<file path="config.mk">
export PLATFORM = sky130hd
export DESIGN_NAME = module_keypad_scan
export DESIGN_NICKNAME = d
export VERILOG_FILES = /design/src/rtl/module_keypad_scan.sv
export SDC_FILE = /design/constraint.sdc
export NUM_CORES = 1
export LEC_CHECK = 0
export CORE_ASPECT_RATIO = 0.6
export CORE_UTILIZATION = 40
export CTS_CLUSTER_DIAMETER = 80
export DETAILED_ROUTE_END_ITERATION = 8
export SLEW_MARGIN = 25
export SYNTH_ARGS = -nofsm -noshare
export SYNTH_HDL_FRONTEND = slang
export SYNTH_SLANG_ARGS = --single-unit
</file>
<file path="constraint.sdc">
create_clock -name clk -period 5 [get_ports clk]
set_input_delay 0.75 -clock clk [delete_from_list [all_inputs] [get_ports clk]]
set_output_delay 0.75 -clock clk [all_outputs]
set_load 0.02 [all_outputs]
</file>
<file path="src/rtl/module_keypad_scan.sv">
// 4x4 matrix keypad scanner: one-hot column drive, synchronized row sensing,
// press/release debounce, and a one-cycle key_valid strobe per accepted key.
module module_keypad_scan #(
    parameter int unsigned SCAN_DIV     = 27000,
    parameter int unsigned DEBOUNCE_CYC = 540000
) (
    input  logic       clk,
    input  logic       rst_n,
    input  logic [3:0] filas_raw,
    output logic [3:0] columnas,
    output logic [3:0] key_code,
    output logic       key_valid,
    output logic       key_held
);

    localparam int unsigned CNT_W = 20;
    localparam logic [CNT_W-1:0] DWELL_LAST = CNT_W'(SCAN_DIV - 1);
    localparam logic [CNT_W-1:0] DB_LAST    = CNT_W'(DEBOUNCE_CYC - 1);

    typedef enum logic [1:0] {
        SCAN       = 2'd0,
        PRESS_DB   = 2'd1,
        HOLD       = 2'd2,
        RELEASE_DB = 2'd3
    } state_t;

    state_t           state, state_nxt;
    logic [3:0]       rows_meta, rows_s;
    logic [1:0]       col_idx, col_nxt;
    logic [1:0]       row_idx, row_nxt;
    logic [CNT_W-1:0] dwell_cnt, dwell_nxt;
    logic [CNT_W-1:0] db_cnt, db_nxt;
    logic [3:0]       code_nxt;
    logic             valid_nxt;
    logic [1:0]       low_row;

    // Hex legend printed on the keypad, indexed by {row, col}
    function automatic logic [3:0] key_map(input logic [1:0] r, input logic [1:0] c);
        logic [3:0] code;
        case ({r, c})
            4'h0: code = 4'h1;  4'h1: code = 4'h2;  4'h2: code = 4'h3;  4'h3: code = 4'hA;
            4'h4: code = 4'h4;  4'h5: code = 4'h5;  4'h6: code = 4'h6;  4'h7: code = 4'hB;
            4'h8: code = 4'h7;  4'h9: code = 4'h8;  4'hA: code = 4'h9;  4'hB: code = 4'hC;
            4'hC: code = 4'hE;  4'hD: code = 4'h0;  4'hE: code = 4'hF;  default: code = 4'hD;
        endcase
        return code;
    endfunction

    // Lowest asserted row wins when several are pressed together
    always_comb begin
        if (rows_s[0])      low_row = 2'd0;
        else if (rows_s[1]) low_row = 2'd1;
        else if (rows_s[2]) low_row = 2'd2;
        else                low_row = 2'd3;
    end

    always_comb begin
        state_nxt = state;
        col_nxt   = col_idx;
        row_nxt   = row_idx;
        dwell_nxt = dwell_cnt;
        db_nxt    = db_cnt;
        code_nxt  = key_code;
        valid_nxt = 1'b0;
        case (state)
            SCAN: begin
                if (dwell_cnt == DWELL_LAST) begin
                    dwell_nxt = '0;
                    if (rows_s != 4'b0000) begin
                        row_nxt   = low_row;
                        db_nxt    = '0;
                        state_nxt = PRESS_DB;
                    end else begin
                        col_nxt = col_idx + 2'd1;
                    end
                end else begin
                    dwell_nxt = dwell_cnt + CNT_W'(1);
                end
            end
            PRESS_DB: begin
                if (!rows_s[row_idx]) begin
                    col_nxt   = col_idx + 2'd1;
                    dwell_nxt = '0;
                    state_nxt = SCAN;
                end else if (db_cnt == DB_LAST) begin
                    code_nxt  = key_map(row_idx, col_idx);
                    valid_nxt = 1'b1;
                    state_nxt = HOLD;
                end else begin
                    db_nxt = db_cnt + CNT_W'(1);
                end
            end
            HOLD: begin
                if (rows_s == 4'b0000) begin
                    db_nxt    = '0;
                    state_nxt = RELEASE_DB;
                end
            end
            default: begin
                if (rows_s != 4'b0000) begin
                    state_nxt = HOLD;
                end else if (db_cnt == DB_LAST) begin
                    col_nxt   = col_idx + 2'd1;
                    dwell_nxt = '0;
                    state_nxt = SCAN;
                end else begin
                    db_nxt = db_cnt + CNT_W'(1);
                end
            end
        endcase
    end

    // Column drive and key_held are registered from next-state so they track state exactly
    always_ff @(posedge clk) begin
        if (!rst_n) begin
            rows_meta <= 4'b0000;
            rows_s    <= 4'b0000;
            state     <= SCAN;
            col_idx   <= 2'd0;
            row_idx   <= 2'd0;
            dwell_cnt <= '0;
            db_cnt    <= '0;
            columnas  <= 4'b0001;
            key_code  <= 4'h0;
            key_valid <= 1'b0;
            key_held  <= 1'b0;
        end else begin
            rows_meta <= filas_raw;
            rows_s    <= rows_meta;
            state     <= state_nxt;
            col_idx   <= col_nxt;
            row_idx   <= row_nxt;
            dwell_cnt <= dwell_nxt;
            db_cnt    <= db_nxt;
            columnas  <= 4'b0001 << col_nxt;
            key_code  <= code_nxt;
            key_valid <= valid_nxt;
            key_held  <= (state_nxt == HOLD) || (state_nxt == RELEASE_DB);
        end
    end

endmodule

</file>
* Word-level counts from Yosys, hierarchy flattened
Memories as Yosys holds them, arrays and structs flattened. A register that Yosys moved wholly into a read port is not among the register bits.
Cells that the tools add are included.
Widths: inputs -> output; s select.
** Operators by class
- Add/sub/neg operators :: 3
- Order comparisons :: 1
- Eq/ne operators :: 13
- Shift-type cells :: 1
- Muxes and demuxes :: 32
- Bitwise logic cells :: 1
- Reduce and logical (&&, ||, !) cells :: 11
** Operators by type and width (number)
- $mux 20 :: 10
- $pmux 20 s3 :: 2
- $add 20x1->20 const B :: 2
- $mux 2 :: 14
- $eq 20x15->1 const B :: 1
- $eq 20x20->1 const B :: 1
- $pmux 2 s3 :: 2
- $ne 2x2->1 const B :: 5
- $reduce_and 3->1 :: 3
- $eq 2x2->1 const B :: 3
- $reduce_and 5->1 :: 1
- $logic_not 4->1 :: 1
- $ne 4x1->1 const B :: 1
- $reduce_and 4->1 :: 1
- $reduce_bool 4->1 :: 1
- $shl 1x2->4 const A :: 1
- $lt 2x3->1 const B :: 1
- $mux 1 :: 3
- $ne 3x1->1 const B :: 1
- $reduce_bool 3->1 :: 1
- $add 2x1->2 const B :: 1
- $bmux 1 s2 :: 1
- $eq 2x1->1 const B :: 1
- $logic_not 2->1 :: 1
- 3 further kinds :: 3
** Storage, ports and cells
- Register bits :: 60
- Memory bits (read-only) :: 64
- Input bits :: 6
- Output and inout bits :: 10
- Word-level logic and storage cells :: 73
- Memories kept :: 1
** Memory list
- (no name shown) :: words 16, bits a word 4, read ports 1, clocked after memory_dff 1, wr ports 0, line 40 : case ({r, c})

* Depth between registers and ports, before layout
- Depth in word-level cells :: 6
- Mapped depth :: 9
- Mapped depth without buffers :: 7

* Worst setup path before layout
OpenSTA, ideal clock, no wires.
- Path type :: register -> register
- From :: register db_cnt[0]
- To :: register dwell_cnt[14]
- Setup time :: 128 ps
- Arrival time :: 2167 ps
- Required time :: 4872 ps
- Slack :: 2705 ps
- Stages on the path, launching flop included :: 10
- Path buffers :: 2
- Clock period less this slack :: 2295 ps
- Cell sequence :: dfxtp_1 -> ha_1 -> and3_1 -> clkbuf_1 -> nand3_1 -> o41a_1 -> buf_2 -> nor4_1 -> xnor2_1 -> nor2_1
** Between the ends
- Word-level cells in the longest chain between the ends :: 3
** RTL lines
- start, declared :: line 32 : logic [CNT_W-1:0] db_cnt, db_nxt;
- start signal, assigned :: line 134 : db_cnt <= db_nxt;
- $eq 20x20->1 :: line 102 : end else if (db_cnt == DB_LAST) begin
- $reduce_bool 3->1 (no line)
- $reduce_and 4->1 (no line)
- end signal, assigned :: line 133 : dwell_cnt <= dwell_nxt;
- end, declared :: line 31 : logic [CNT_W-1:0] dwell_cnt, dwell_nxt;
No other way between the ends.
A chain may end at the register's enable or synchronous reset.

* Worst setup path in the final report
- From :: register db_cnt[16]
- To :: register dwell_cnt[17]
The elaborated chain is that of the path after synthesis.

==> impl_metrics.tcl <==
set metrics [dict create \
    outcome "finished, final reports clean" \
    p_comb_frac 0.032 \
    hp-class "reg2reg" \
    p_sw_frac 0.204 \
    ff2ff_setup_slack_ns 2.14 \
    fmax_mhz 350 \
    worstMarginPinSlew_ns 0.888 \
    grt_use_met2 0.218 \
    io_buffers 15 \
    worstHoldStart "rows_meta[3]" \
    stdcell_area_mm2 0.00363 \
    synth-seq-cells 63 \
    tritoncts "done" \
    p_int_mw 0.876 \
    startpoint "db_cnt[16]" \
    gr-max-usage-layer "met1" \
    synth_cells 356 \
    clkPwrFrac 0.502 \
    cts.sink_count 63 \
    crit_type "reg2reg" \
    row_count 24 \
    cts_hold_buffers 0 \
    path_clk_slew_ns 0.05 \
    seq_power_share 0.466 \
    ir_drop_uv 155 \
    power_mw 1.10 \
    max_cap_violations 0 \
    cp.required_ns 5.18 \
    grtUsageTotal 0.189 \
    rsz0062_at_grt "no" \
    drive_above_1_share 0.0811 \
    worst_setup_path_end_kind "register" \
    ctsResizeCount 0 \
    coreArea_mm2 0.00742 \
    final_cells 474 \
    grt_remaining_overflow 0 \
    syn_nets 368 \
    vias_per_cell 5.32 \
    hold_viol 0 \
    startpoint_type "register" \
    io_pins 16 \
    synth.distinct_cells 51 \
    die_y_um 70.6 \
    holdPathStages 1 \
    wire_per_inst_um 14.3 \
    die-area_mm2 0.00820 \
    worstReg2RegEnd "dwell_cnt[17]" \
    grt_max_degree 23 \
    drtIter0Drc 160 \
    reg2reg_from "db_cnt[16]" \
    cp_max_fo 19 \
    clock_latency_ns 0.33 \
    drt-pass1-iter-count 6 \
    synth_ff_type "dfxtp_1" \
    synth-warning-count 0 \
    ant_nets 0 \
    h-tree-depth 3 \
    grt_antenna_before_repair 0 \
    clock_skew_ns 0.00832 \
    hpwlAfterDp_mm 4.89 \
    crit_arrival_ns 3.03 \
    post-cts-setup-buffer-count 0 \
    utilization 0.489 \
    synthToLayoutAreaGrowth_pct 15.8 \
    switching_power_mw 0.224 \
    grt_pass1_vias 2331 \
    dp.cells 460 \
    placed_area_mm2 0.00336 \
    cts_root_buf "clkbuf_16" \
    cts_buffers 9 \
    ctsLongestPathBuffers 2 \
    start_util 0.423 \
    gp_congestion 0.820 \
    setup_viol 0 \
    use_met1 0.310 \
    die_w_um 116 \
    r2r_cells 5 \
    totalWireLength_mm 6.76 \
    synth-seq-area-share 0.402 \
    synthArstFlopShare 0 \
    num_vias 2520 \
    timing.slew.headroom 0.403 \
    finalCriticalPeriod_ns 2.86 \
    grt_pass1_wl_mm 11.8 \
    fin_crit_sh 0.572 \
    setup_tns_ns 0 \
    use_met3 0.0540 \
    antenna_cells 0 \
    synth_area_mm2 0.00313 \
    nets 379 \
    slew_viol_final 0 \
    synth_edf_count 0 \
    postSynthAreaPerCell_um2 8.80 \
    route.detailed.drc 0 \
    leakagePower_nw 1.15 \
    powerDensity_mw_per_mm2 303 \
    min_to "rows_s[3]" \
]
-- cell families after synthesis --
group / share of synthesized area
buf+inv: 0.0359
xor+xnor: 0.0894
compound gates: 0.0990
fa+ha+maj: 0.0240
flops: 0.402
simple gates: 0.313
mux: 0.0359
-- cell type report --
cell class,instances,area (um^2)
well taps,104,130
multi-input cells,265,1770
inverters,11,41.3
flip-flops and latches,63,1260
repair buffers,17,165
clock inverters,1,5.00
clock buffers,13,260
fillers,745,3790
-- cells in the final DEF (no fill, tap or decap), drive strengths merged, types with 2 or more instances in the layout --
cell type / netlist / routed
or3: 7 / 7
nand2: 18 / 18
mux2i: 9 / 9
dfxtp: 63 / 63
and3: 6 / 6
nand3: 17 / 17
nor4b: 7 / 7
and2: 9 / 9
nor3: 7 / 7
nor2: 58 / 58
o41ai: 2 / 2
a211oi: 6 / 6
clkdlybuf4s50: 0 / 15
a31o: 2 / 2
ha: 6 / 6
and4: 3 / 3
o21ai: 11 / 11
xor2: 6 / 6
clkbuf: 11 / 13
nand4: 14 / 14
nor4: 22 / 22
a21oi: 9 / 9
xnor2: 26 / 26
inv: 11 / 11
nor3b: 2 / 2
buf: 6 / 2
-- Yosys cell counts, drive strengths merged (2+ instances only) --
master | count | share of area
xor2 | 6 | 0.017
nor3 | 7 | 0.011
mux2i | 9 | 0.029
a211oi | 6 | 0.018
or3 | 7 | 0.016
nand2 | 18 | 0.022
nand3 | 17 | 0.027
nor2 | 58 | 0.069
o21ai | 11 | 0.019
ha | 6 | 0.024
and3 | 6 | 0.012
and2 | 9 | 0.018
buf | 6 | 0.0096
dfxtp | 63 | 0.40
nor3b | 2 | 0.0048
and4 | 3 | 0.0084
xnor2 | 26 | 0.073
a21oi | 9 | 0.016
nor4 | 22 | 0.058
nor4b | 7 | 0.020
o41ai | 2 | 0.014
a31o | 2 | 0.0056
nand4 | 14 | 0.028
clkbuf | 11 | 0.013
inv | 11 | 0.013
-- state kept, by name, summed over array words and instances (netlist names), 2 cells and up --
name       cells
db_cnt        20
dwell_cnt     20
columnas       4
key_code       4
rows_meta      4
rows_s         4
col_idx        2
row_idx        2
-- worst max path at each step --
stage / cells past startpoint / endpoint / slack, ns
6_report: 5 / dwell_cnt[17] / 2.14
5_1_grt: 5 / dwell_cnt[18] / 1.92
4_1_cts: 5 / dwell_cnt[17] / 2.19
3_5_place_dp: 5 / dwell_cnt[17] / 2.19
3_3_place_gp: 6 / db_cnt[17] / 2.16
2_1_floorplan: 9 / dwell_cnt[14] / 2.70
-- worst max-delay path, cell delays in order (launching register included) --
cell and delay (ns):
dfxtp_1 0.33, nor4b_1 0.57, nand3_1 0.27, o41a_1 0.67, o21ai_2 0.75, nor2_1 0.12
-- per-layer routing --
| layer | up-vias | routed length, um | part of all wire |
|---|---|---|---|
| li1 | 1295 | - | - |
| met5 | - | 0 | 0 |
| met1 | 1151 | 3920 | 0.58 |
| met2 | 67 | 2360 | 0.35 |
| met4 | 0 | 80 | 0.012 |
| met3 | 7 | 400 | 0.059 |
-- through the flow --
step	hold slack, ns	setup slack, ns
detailed placement	0.422	2.19
finish	0.430	2.14
CTS	0.434	2.19
global placement	0.417	2.16
global route	0.450	1.92
floorplan	0.412	2.70
-- power by group through the flow --
stage	clock, mW	combinational (mW)	sequential, mW
global placement	0	0.0341	0.522
detailed placement	0	0.0347	0.522
CTS	0.571	0.0347	0.512
global route	0.589	0.0391	0.512
finish	0.553	0.0349	0.512
floorplan	0	0.0237	0.521
Note: power is estimated with default switching activity, not from simulation.
